$ cat src/rtl/spi_arb_pkg.sv
// Shared types and constants for the SPI bus arbiter.
// FSM state encoding, default frame/clock sizing, client indices.
package spi_arb_pkg;

  typedef enum logic [2:0] {
    IDLE  = 3'd0,
    SETUP = 3'd1,
    SHIFT = 3'd2,
    HOLD  = 3'd3,
    GAP   = 3'd4
  } arb_state_t;

  localparam int DEF_FRAME_W = 16;
  localparam int DEF_CLKDIV  = 80;

  localparam int CLI_ADC1 = 0;
  localparam int CLI_ADC2 = 1;
  localparam int CLI_DAC1 = 2;

endpackage

$ cat src/rtl/spi_shift_engine.sv
// SPI mode-0 frame engine: SETUP/SHIFT/HOLD timing, sck/sdo, sdi capture.
// Ports: start/frame in, done (end of HOLD, comb)/rdata out, sck/sdo/sdi.
// SPI_READBACK_EN: when undefined, sdi is ignored and rdata is 0.
module spi_shift_engine
  import spi_arb_pkg::*;
#(
  parameter int FRAME_W = DEF_FRAME_W,
  parameter int CLKDIV  = DEF_CLKDIV
) (
  input  logic               clk_in,
  input  logic               rst_n_in,
  input  logic               start,
  input  logic [FRAME_W-1:0] frame,
  input  logic               sdi,
  output logic               done,
  output logic [FRAME_W-1:0] rdata,
  output logic               sck,
  output logic               sdo
);
  localparam int H   = CLKDIV / 2;
  localparam int HCW = $clog2(H);
  localparam int BCW = $clog2(FRAME_W + 1);
  localparam logic [HCW-1:0] HLAST = HCW'(H - 1);
  localparam logic [BCW-1:0] BLAST = BCW'(FRAME_W - 1);
  localparam logic [BCW-1:0] BEND  = BCW'(FRAME_W);

  arb_state_t         st;
  logic [HCW-1:0]     hcnt;
  logic [BCW-1:0]     bcnt;
  logic [FRAME_W-1:0] tx_sr;
  logic               hend;

  assign hend = (hcnt == HLAST);
  assign done = (st == HOLD) && hend;
  assign sdo  = tx_sr[FRAME_W-1];

  always_ff @(posedge clk_in or negedge rst_n_in) begin
    if (!rst_n_in) begin
      st    <= IDLE;
      hcnt  <= '0;
      bcnt  <= '0;
      sck   <= 1'b0;
      tx_sr <= '0;
    end else begin
      unique case (st)
        IDLE: begin
          if (start) begin
            st    <= SETUP;
            hcnt  <= '0;
            bcnt  <= '0;
            tx_sr <= frame;
          end
        end
        SETUP: begin
          if (hend) begin
            st   <= SHIFT;
            hcnt <= '0;
            sck  <= 1'b1;
          end else begin
            hcnt <= hcnt + 1'b1;
          end
        end
        SHIFT: begin
          if (!hend) begin
            hcnt <= hcnt + 1'b1;
          end else begin
            hcnt <= '0;
            if (sck) begin
              sck  <= 1'b0;
              bcnt <= bcnt + 1'b1;
              // last bit stays on sdo through the final low half
              if (bcnt != BLAST)
                tx_sr <= {tx_sr[FRAME_W-2:0], 1'b0};
            end else if (bcnt == BEND) begin
              st <= HOLD;
            end else begin
              sck <= 1'b1;
            end
          end
        end
        HOLD: begin
          if (hend) st <= IDLE;
          else hcnt <= hcnt + 1'b1;
        end
        default: st <= IDLE;
      endcase
    end
  end

`ifdef SPI_READBACK_EN
  logic               rise;
  logic [FRAME_W-1:0] rx_sr;

  // clk edges that drive sck high
  assign rise = hend && ((st == SETUP) ||
                ((st == SHIFT) && !sck && (bcnt != BEND)));

  always_ff @(posedge clk_in or negedge rst_n_in) begin
    if (!rst_n_in) rx_sr <= '0;
    else if (rise) rx_sr <= {rx_sr[FRAME_W-2:0], sdi};
  end

  assign rdata = rx_sr;
`else
  logic unused_sdi;
  assign unused_sdi = sdi;
  assign rdata      = '0;
`endif

endmodule

$ cat src/rtl/spi_bus_arbiter.sv
// Round-robin arbiter sharing one SPI bus between NREQ clients.
// Ports: clk_in, rst_n_in, req_* per client, rdata*, spi_scs/sck/sdo/sdi.
// SPI_READBACK_EN: enables rdata_out/rdata_id_out capture of sdi.
module spi_bus_arbiter
  import spi_arb_pkg::*;
#(
  parameter int NREQ    = 3,
  parameter int FRAME_W = DEF_FRAME_W,
  parameter int CLKDIV  = DEF_CLKDIV,
  parameter int GAP_H   = 1
) (
  input  logic                    clk_in,
  input  logic                    rst_n_in,
  input  logic [NREQ-1:0]         req_trig_in,
  input  logic [NREQ*FRAME_W-1:0] req_frame_in,
  output logic [NREQ-1:0]         req_busy_out,
  output logic [NREQ-1:0]         req_done_out,
  output logic [FRAME_W-1:0]      rdata_out,
  output logic [2:0]              rdata_id_out,
  output logic [NREQ-1:0]         spi_scs_out,
  output logic                    spi_sck_out,
  output logic                    spi_sdo_out,
  input  logic                    spi_sdi_in
);
  localparam int H   = CLKDIV / 2;
  localparam int GL  = GAP_H * H;
  localparam int GCW = $clog2(GL);
  localparam logic [GCW-1:0] GLAST = GCW'(GL - 1);

  arb_state_t         st;
  logic [2:0]         last_q;
  logic [2:0]         win;
  logic               win_ok;
  int                 idx;
  logic [NREQ-1:0]    pend_q;
  logic [NREQ-1:0]    cs_n_q;
  logic [NREQ-1:0]    done_q;
  logic [NREQ-1:0]    fin_oh;
  logic [FRAME_W-1:0] frm_q [NREQ];
  logic [GCW-1:0]     gcnt;
  logic               start;
  logic               fin;
  logic [FRAME_W-1:0] eng_rdata;

  // first pending client after the last grant wins
  always_comb begin
    win_ok = 1'b0;
    win    = last_q;
    idx    = 0;
    for (int k = 1; k <= NREQ; k++) begin
      idx = (int'(last_q) + k) % NREQ;
      if (!win_ok && pend_q[idx]) begin
        win_ok = 1'b1;
        win    = 3'(idx);
      end
    end
  end

  assign start  = (st == IDLE) && win_ok;
  assign fin_oh = fin ? ~cs_n_q : '0;

  spi_shift_engine #(
    .FRAME_W (FRAME_W),
    .CLKDIV  (CLKDIV)
  ) u_eng (
    .clk_in   (clk_in),
    .rst_n_in (rst_n_in),
    .start    (start),
    .frame    (frm_q[win]),
    .sdi      (spi_sdi_in),
    .done     (fin),
    .rdata    (eng_rdata),
    .sck      (spi_sck_out),
    .sdo      (spi_sdo_out)
  );

  // a trigger landing on the client's own done edge is re-accepted
  always_ff @(posedge clk_in or negedge rst_n_in) begin
    if (!rst_n_in) begin
      pend_q <= '0;
      for (int i = 0; i < NREQ; i++) frm_q[i] <= '0;
    end else begin
      for (int i = 0; i < NREQ; i++) begin
        if (req_trig_in[i] && (!pend_q[i] || fin_oh[i])) begin
          pend_q[i] <= 1'b1;
          frm_q[i]  <= req_frame_in[i*FRAME_W +: FRAME_W];
        end else if (fin_oh[i]) begin
          pend_q[i] <= 1'b0;
        end
      end
    end
  end

  // SHIFT spans the whole CS-low window; the engine sequences inside it
  always_ff @(posedge clk_in or negedge rst_n_in) begin
    if (!rst_n_in) begin
      st     <= IDLE;
      last_q <= 3'(NREQ - 1);
      cs_n_q <= '1;
      gcnt   <= '0;
      done_q <= '0;
    end else begin
      done_q <= fin_oh;
      unique case (st)
        IDLE: begin
          if (win_ok) begin
            st     <= SHIFT;
            last_q <= win;
            cs_n_q <= ~(NREQ'(1) << win);
          end
        end
        SHIFT: begin
          if (fin) begin
            st     <= GAP;
            cs_n_q <= '1;
            gcnt   <= '0;
          end
        end
        GAP: begin
          if (gcnt == GLAST) st <= IDLE;
          else gcnt <= gcnt + 1'b1;
        end
        default: st <= IDLE;
      endcase
    end
  end

`ifdef SPI_READBACK_EN
  logic [FRAME_W-1:0] rdata_q;
  logic [2:0]         rid_q;

  always_ff @(posedge clk_in or negedge rst_n_in) begin
    if (!rst_n_in) begin
      rdata_q <= '0;
      rid_q   <= '0;
    end else if (fin) begin
      rdata_q <= eng_rdata;
      rid_q   <= last_q;
    end
  end

  assign rdata_out    = rdata_q;
  assign rdata_id_out = rid_q;
`else
  logic unused_rd;
  assign unused_rd    = ^eng_rdata;
  assign rdata_out    = '0;
  assign rdata_id_out = '0;
`endif

  assign req_busy_out = pend_q;
  assign req_done_out = done_q;
  assign spi_scs_out  = cs_n_q;

endmodule

$ cat config.mk
export PLATFORM = sky130hd
export DESIGN_NAME = spi_bus_arbiter
export DESIGN_NICKNAME = d
export VERILOG_FILES = /design/src/rtl/spi_arb_pkg.sv /design/src/rtl/spi_shift_engine.sv /design/src/rtl/spi_bus_arbiter.sv
export SDC_FILE = /design/constraint.sdc
export NUM_CORES = 1
export LEC_CHECK = 0
export CORE_AREA = 4 4 111 113
export DETAILED_ROUTE_END_ITERATION = 10
export DIE_AREA = 0 0 115 117
export DONT_BUFFER_PORTS = 1
export HOLD_SLACK_MARGIN = 0.08
export PLACE_DENSITY = 0.69
export SKIP_LAST_GASP = 1
export SLEW_MARGIN = 20
export SYNTH_ARGS = -nofsm -noshare
export SYNTH_HDL_FRONTEND = slang
export SYNTH_SLANG_ARGS = --single-unit
$ cat constraint.sdc
create_clock -name clk_in -period 9.01 [get_ports clk_in]
set_clock_uncertainty 0.15 [all_clocks]
set_input_delay 0.901 -clock clk_in [delete_from_list [all_inputs] [get_ports clk_in]]
set_output_delay 0.901 -clock clk_in [all_outputs]
set_load 0.01 [all_outputs]
==> summary.md, run 1 <==
| Metric | Value |
|---|---|
| Grt total ovfl | 0 |
| Vias/cell | 5.99 |
| Drt pass-1 iters | 4 |
| Net Switching | 192 µW |
| RSZ-0062 raised after global routing | no |
| CTS root buf | clkbuf_16 |
| Maxcap violations | 0 |
| Die area | 13500 µm² |
| Starting Density | 53.7% |
| Max-slew violation count | 0 |
| Syn avg cell area | 9.91 µm² |
| Yosys cell types | 68 |
| Final Critical Period | 6080 ps |
| Post-Synthesis Cells | 613 |
| Switching share of power | 22.5% |
| CP Max Fanout | 34 |
| Clock sinks | 98 |
| Flop pwr share | 51.3% |
| Sequential share of the synthesized area | 40.4% |
| CTS tree | yes |
| Final setup viols | 0 |
| Final hold viol count | 0 |
| Iter 0 DRT Violations | 341 |
| Critical path launch point type | flip-flop |
| Outcome | completed |
| CP required | 9080 ps |
| Die Span Y | 117 µm |
| R2R cell count | 19 |
| First-pass GRT wire length | 21800 µm |
| Total Routed Length | 13100 µm |
| Total GRT Usage | 19.9% |
| Clock share of power | 47.7% |
| Fmax | 164 MHz |
| Diodes inserted | 0 |
| Critical path arrival | 6150 ps |
| Largest net degree at the start of global routing | 76 |
| #FFs+latches synth | 98 |
| Total CTS buffers | 9 |
| H-Tree Depth | 3 |
| Critical path's slowest cell | dfrtp_1 |
| Leak | 0.00308 µW |
| Gate power share | 1.0% |
| Crit-path max cell delay | 950 ps |
| Worst-path clk slew | 80 ps |
| WHS | 94.6 ps |
| Core Box Area | 11300 µm² |
| P_int | 665 µW |
| WL/cell | 17.6 µm |
| Post-DP HPWL | 9260 µm |
| Via Count | 4470 |
| Yosys warning count | 0 |
| PwrDens | 134 nW/µm² |
| I/O Pins | 84 |
| Cts repair resizes | 0 |
| Worst path cell trace | inv_1 > ha_1 > xor2_1 > nor2_1 > ha_1 > ha_1 > a21oi_1 > a21oi_1 > or2_2 > ha_1 > mux2i_1 > nor2_1 > a21oi_1 > o21ai_0 > o41a_1 > or4_1 > and3_1 > o21ai_0 > a21oi_1 |
| Hold buffers post-CTS | 2 |
| Port Buf Inserts | 0 |
| Fin util | 56.6% |
| Hold crit path type | input port to asynchronous set/reset pin |
| Worst vdd ir | 0.000127 V |
| # Post-CTS Setup Buffers | 0 |
| Area delta synth->final | 5.48% |
| Worst slew pin tran | 978 ps |
| Max clock buf depth | 2 |
| Fraction of registers with async set/reset | 100% |
| Layout cells sized above 1 | 14.9% |
| CP Class | flip-flop to flip-flop |
| Initial antenna violation count | 0 |
| RePlAce Congestion | 0.884 |
| Final cycle utilization of the critical path | 67.5% |
| Final ANT Viol Nets | 0 |
| Setup TNS Final | 0 ps |
| Cell area after synthesis | 6080 µm² |
| Die X | 115 µm |
| Rows | 39 |
| Worst-Skew Late Latency | 350 ps |
| Fin nets | 682 |
| Main flop type after synthesis | dfrtp_1 |
| DRC Markers | 0 |
| EDFF count, synth | 0 |
| Vias in the first global route | 4470 |
| Crit. End Element | flip-flop |
| Rel. slew slack | 34.8% |
## layer usage
layer / wire [µm] / share of wire (%) / up-vias / global-route usage [%]
met4: 286 / 2.2 / 0 / 7.43
li1: - / - / 2152 / -
met1: 5800 / 44 / 2184 / 25.9
met3: 590 / 4.5 / 20 / 4.01
met2: 6430 / 49 / 114 / 33.2
met5: 0 / 0 / - / 0
## state kept, by name, indices dropped and copies added, names as in the netlist
name,count
frm_q,48
u_eng.tx_sr,16
gcnt,6
u_eng.hcnt,6
u_eng.bcnt,5
last_q,3
req_busy_out,3
req_done_out,3
spi_scs_out,3
st,2
u_eng.st,2
u_eng.sck,1
## synth_stat cells (all sizes together), types with 6 or more instances
cell | instances | share of area, %
xnor2 | 6 | 0.86
a21boi | 18 | 2.2
nand2 | 37 | 2.3
nand2b | 22 | 2.3
nand4 | 7 | 0.72
or2 | 7 | 0.72
a31oi | 21 | 2.3
clkbuf | 19 | 1.2
mux2i | 22 | 3.6
a21oi | 35 | 2.9
mux2 | 53 | 9.8
and3 | 20 | 2.1
nor2 | 29 | 1.8
o21ai | 38 | 3.1
buf | 32 | 3.7
dfrtp | 94 | 39
inv | 25 | 1.5
ha | 30 | 6.2
nand3 | 11 | 0.91
nor3 | 7 | 0.58
## placed cells by master (no fill, tap or decap), types with 3 or more instances in the layout
cell type	instances
nor4_1	5
a22oi_1	3
nand2b_1	22
mux2_2	53
a21oi_1	34
o31ai_1	3
xor2_1	5
dfrtp_1	94
o21a_1	3
xnor2_1	6
nand4_1	7
and2_1	3
or2_2	4
inv_6	3
dfstp_2	4
mux2i_1	22
nand2_1	37
ha_1	30
o21ai_0	38
o211a_1	3
conb_1	19
a21o_1	5
and3_1	20
a21boi_0	18
nor3_1	7
nand3_1	11
nor2_1	28
a211oi_1	3
a22o_1	3
nor2b_1	3
a31oi_1	20
dlygate4sd3_1	4
inv_1	25
clkbuf_16	9
## cell type report
type                            count  area (µm²)
Fill cell                         984        4910
Multi-Input combinational cell    457        3300
Sequential cell                    98        2460
Clock buffer                        9         225
Tap cell                          143         179
Inverter                           25        93.8
Clock inverter                      7        92.6
Timing Repair Buffer                7        60.1
## worst max-delay path: cells and delay by family, from the launching register on
| kind | cells | cell delay, ps |
|---|---|---|
| and+or+nand+nor | 5 | 1820 |
| AOI/OAI and AO/OA | 7 | 1320 |
| adders and majority gates | 4 | 1060 |
| DFF | 1 | 950 |
| xor gates and xnor gates | 1 | 300 |
| muxes | 1 | 180 |
| buffers and inverters | 1 | 160 |
## power groups by stage
stage | clock network (µW) | registers, µW | logic, µW
5_1_grt | 435 | 439 | 9.65
3_3_place_gp | 0 | 448 | 3.86
3_5_place_dp | 0 | 448 | 3.86
4_1_cts | 413 | 440 | 6.90
6_report | 409 | 440 | 8.43
2_1_floorplan | 0 | 448 | 9.99
## cell families (layout without fill, tap and decap cells)
group	Yosys count	in the layout	synth area share, %
buf+inv	76	48	6.46
mux	75	75	13.4
simple gates	160	160	13.7
fa+ha+maj	30	30	6.18
xor+xnor	11	11	1.59
flops	98	98	40.4
compound gates	162	162	18.1
other cells	1	19	0.0617
## metrics by stage
stage	power [µW]	cells	setup slack, ps	instance area (µm²)
floorplan	458	631	3600	6140
global placement	452	725	3130	6040
detailed placement	452	725	3000	6040
CTS	859	743	3000	6380
global route	884	746	2520	6410
finish	857	746	2930	6410
## final timing paths
kind / startpoint / end / slack [ps]
worst min register to register: frm_q[39]$_DFFE_PN0P_ / frm_q[39]$_DFFE_PN0P_ / 350
worst min-delay path: rst_n_in / st[2]$_DFFE_PN0P_ / 90
max in group asynchronous: rst_n_in / u_eng.tx_sr[12]$_DFFE_PN0P_ / 7860
min in group clk_in: frm_q[39]$_DFFE_PN0P_ / frm_q[39]$_DFFE_PN0P_ / 350
worst max register to register: last_q[0]$_DFFE_PN0P_ / u_eng.tx_sr[15]$_DFFE_PN0P_ / 2930
worst max-delay path: last_q[0]$_DFFE_PN0P_ / u_eng.tx_sr[15]$_DFFE_PN0P_ / 2930
Power figures use the tool's default switching activity.
==> inputs of run 2 (changes only) <==
clock period = 5.8 ns   (was 9.01 ns; I/O delays follow)
==> run 2 against run 1 <==
  * Cell area up 0.37%
  * Clock-buffer cell count unchanged
  * Global-route usage is 0.52 points lower
  * Register-to-register slack got worse by 2500 ps
  * Sequential power rose by 55%
  * Critical path type unchanged
  * Critical endpoint is now u_eng.tx_sr[1]$_DFFE_PN0P_
  * Largest power group unchanged
==> summary.md, run 2 (synthesis gave the netlist of run 1 again) <==
| Metric | Value |
|---|---|
| Max-slew violation count | 0 |
| Pwr Total | 1280 µW |
| Hold crit path type | input port to flip-flop |
| # Post-CTS Setup Buffers | 0 |
| Post-route cell area | 6430 µm² |
| I/O Pins | 84 |
| Layout cells sized above 1 | 16.3% |
| Net Switching | 296 µW |
| Max clock buf depth | 2 |
| Clock sinks | 98 |
| RSZ-0062 raised after global routing | no |
| Critical path arrival | 5520 ps |
| Worst vdd ir | 0.000150 V |
| Area delta synth->final | 5.87% |
| Die Span Y | 117 µm |
| CP required | 5910 ps |
| Fmax | 185 MHz |
| PwrDens | 200 nW/µm² |
| Maxcap violations | 0 |
| Diodes inserted | 0 |
| Rel. slew slack | 50.0% |
| Crit-path max cell delay | 670 ps |
| Most frequent cells in the layout | dfrtp_1, mux2_2, o21ai_0, nand2_1, a21oi_1 |
| Commonest non-fill, non-tap cell in the layout | dfrtp_1 |
| Iter 0 DRT Violations | 236 |
| PnR worst setup slack | 400 ps |
| Leak | 0.00309 µW |
| Worst path cell trace | inv_1 > ha_1 > xor2_1 > nor2_1 > ha_1 > ha_1 > a21oi_1 > a21oi_1 > or2_2 > ha_1 > a221o_1 > o41a_1 > o41ai_4 > or3_1 > buf_4 > a31oi_1 > a21oi_1 |
| Die area | 13500 µm² |
| Fin nets | 687 |
| CTS root buf | clkbuf_16 |
| P_int | 988 µW |
| WL/cell | 16.7 µm |
| RePlAce Congestion | 0.828 |
| Switching share of power | 23.1% |
| Number of flip-flops under the largest register name | 48 |
| Final setup viols | 0 |
| Flop pwr share | 53.2% |
| CP dominant cell by count | ha_1 |
| Initial antenna violation count | 0 |
| Starting Density | 53.7% |
| Critical path launch point type | flip-flop |
| Total Routed Length | 12600 µm |
| Drt pass-1 iters | 5 |
| Core Box Area | 11300 µm² |
| Final Critical Period | 5400 ps |
| First-pass GRT wire length | 21300 µm |
| DP Worst Slack | 440 ps |
| Via Count | 4434 |
| Final hold viol count | 0 |
| Grt total ovfl | 0 |
| DRC Markers | 0 |
| Regs by FF count | frm_q: 48 flops, u_eng.tx_sr: 16 flops |
| Post-DP HPWL | 9300 µm |
| Port Buf Inserts | 0 |
| Critical path's slowest cell | dfstp_2 |
| Outcome | completed |
| Vias/cell | 5.90 |
| CTS tree | yes |
| Crit. End Element | flip-flop |
| Die X | 115 µm |
| CP Class | flip-flop to flip-flop |
| Rows | 39 |
| Clock share of power | 45.1% |
| Worst slew pin tran | 748 ps |
| Worst-Skew Late Latency | 350 ps |
| Placed cell areas | 6100 µm² |
| CP Max Fanout | 12 |
| Final cycle utilization of the critical path | 93.1% |
| Final ANT Viol Nets | 0 |
| Largest net degree at the start of global routing | 99 |
| Total CTS buffers | 9 |
| Total GRT Usage | 19.4% |
| Gate power share | 1.7% |
| H-Tree Depth | 3 |
| Worst-path clk slew | 70 ps |
| Top reg by flops | frm_q |
| Setup TNS Final | 0 ps |
| Vias in the first global route | 4298 |
## run 2: worst paths after layout
check / depth (start not counted) / slack (ps) / end / startpoint
setup / recovery: 17 / 400 / u_eng.tx_sr[1]$_DFFE_PN0P_ / last_q[1]$_DFFE_PN1P_
hold / removal: 1 / 190 / req_busy_out[1]$_DFFE_PN0P_ / req_trig_in[1]
setup reg to reg: 17 / 400 / u_eng.tx_sr[1]$_DFFE_PN0P_ / last_q[1]$_DFFE_PN1P_
hold reg to reg: 1 / 350 / frm_q[39]$_DFFE_PN0P_ / frm_q[39]$_DFFE_PN0P_
max in group asynchronous: 2 / 4450 / spi_scs_out[0]$_DFFE_PN1P_ / rst_n_in
min in group asynchronous: 2 / 660 / u_eng.bcnt[4]$_DFFE_PN0P_ / rst_n_in
## run 2: area by class of cell
class	instances	area (µm²)
Clock buffer	9	225
Sequential cell	98	2460
Tap cell	143	179
Inverter	25	93.8
Multi-Input combinational cell	457	3300
Fill cell	990	4890
Timing Repair Buffer	12	113
Clock inverter	7	70.1
## run 2: per-stage QoR
step / util [%] / hold slack [ps] / instances
3_5_place_dp: 53.9 / 140 / 733
6_report: 56.8 / 193 / 751
4_1_cts: 56.8 / 184 / 751
2_1_floorplan: - / 134 / 631
3_3_place_gp: 53.9 / 139 / 733
5_1_grt: 56.8 / 196 / 751
## run 2: timing repair
action | in CTS | in global routing
endpoints found under the setup margin | 0 | 1
gates resized for setup | 0 | 1
hold endpoints to repair | 98 | 0
hold buffers | 2 | 0
## run 2: worst max-delay path, delay by kind of cell, from the launching register on
| kind | cells | cell delay [ps] |
|---|---|---|
| xor+xnor | 1 | 290 |
| compound gates | 7 | 1990 |
| flops | 1 | 670 |
| fa+ha+maj | 4 | 920 |
| simple gates | 3 | 900 |
| buf+inv | 2 | 400 |
## run 2: routing by layer
layer  GRT usage, %  vias up  routed length (µm)
li1               -     2167                   -
met1           25.6     2168                5630
met2           33.1       89                6270
met3           3.60       10                 528
met4           5.16        0                 122
met5              0        -                   0
## run 2: power by group through the flow
stage | Clock (µW) | Combinational [µW] | Sequential, µW
finish | 580 | 21.6 | 683
floorplan | 0 | 15.5 | 696
detailed placement | 0 | 5.99 | 696
CTS | 592 | 22.4 | 683
global placement | 0 | 5.99 | 696
global route | 631 | 25.3 | 683
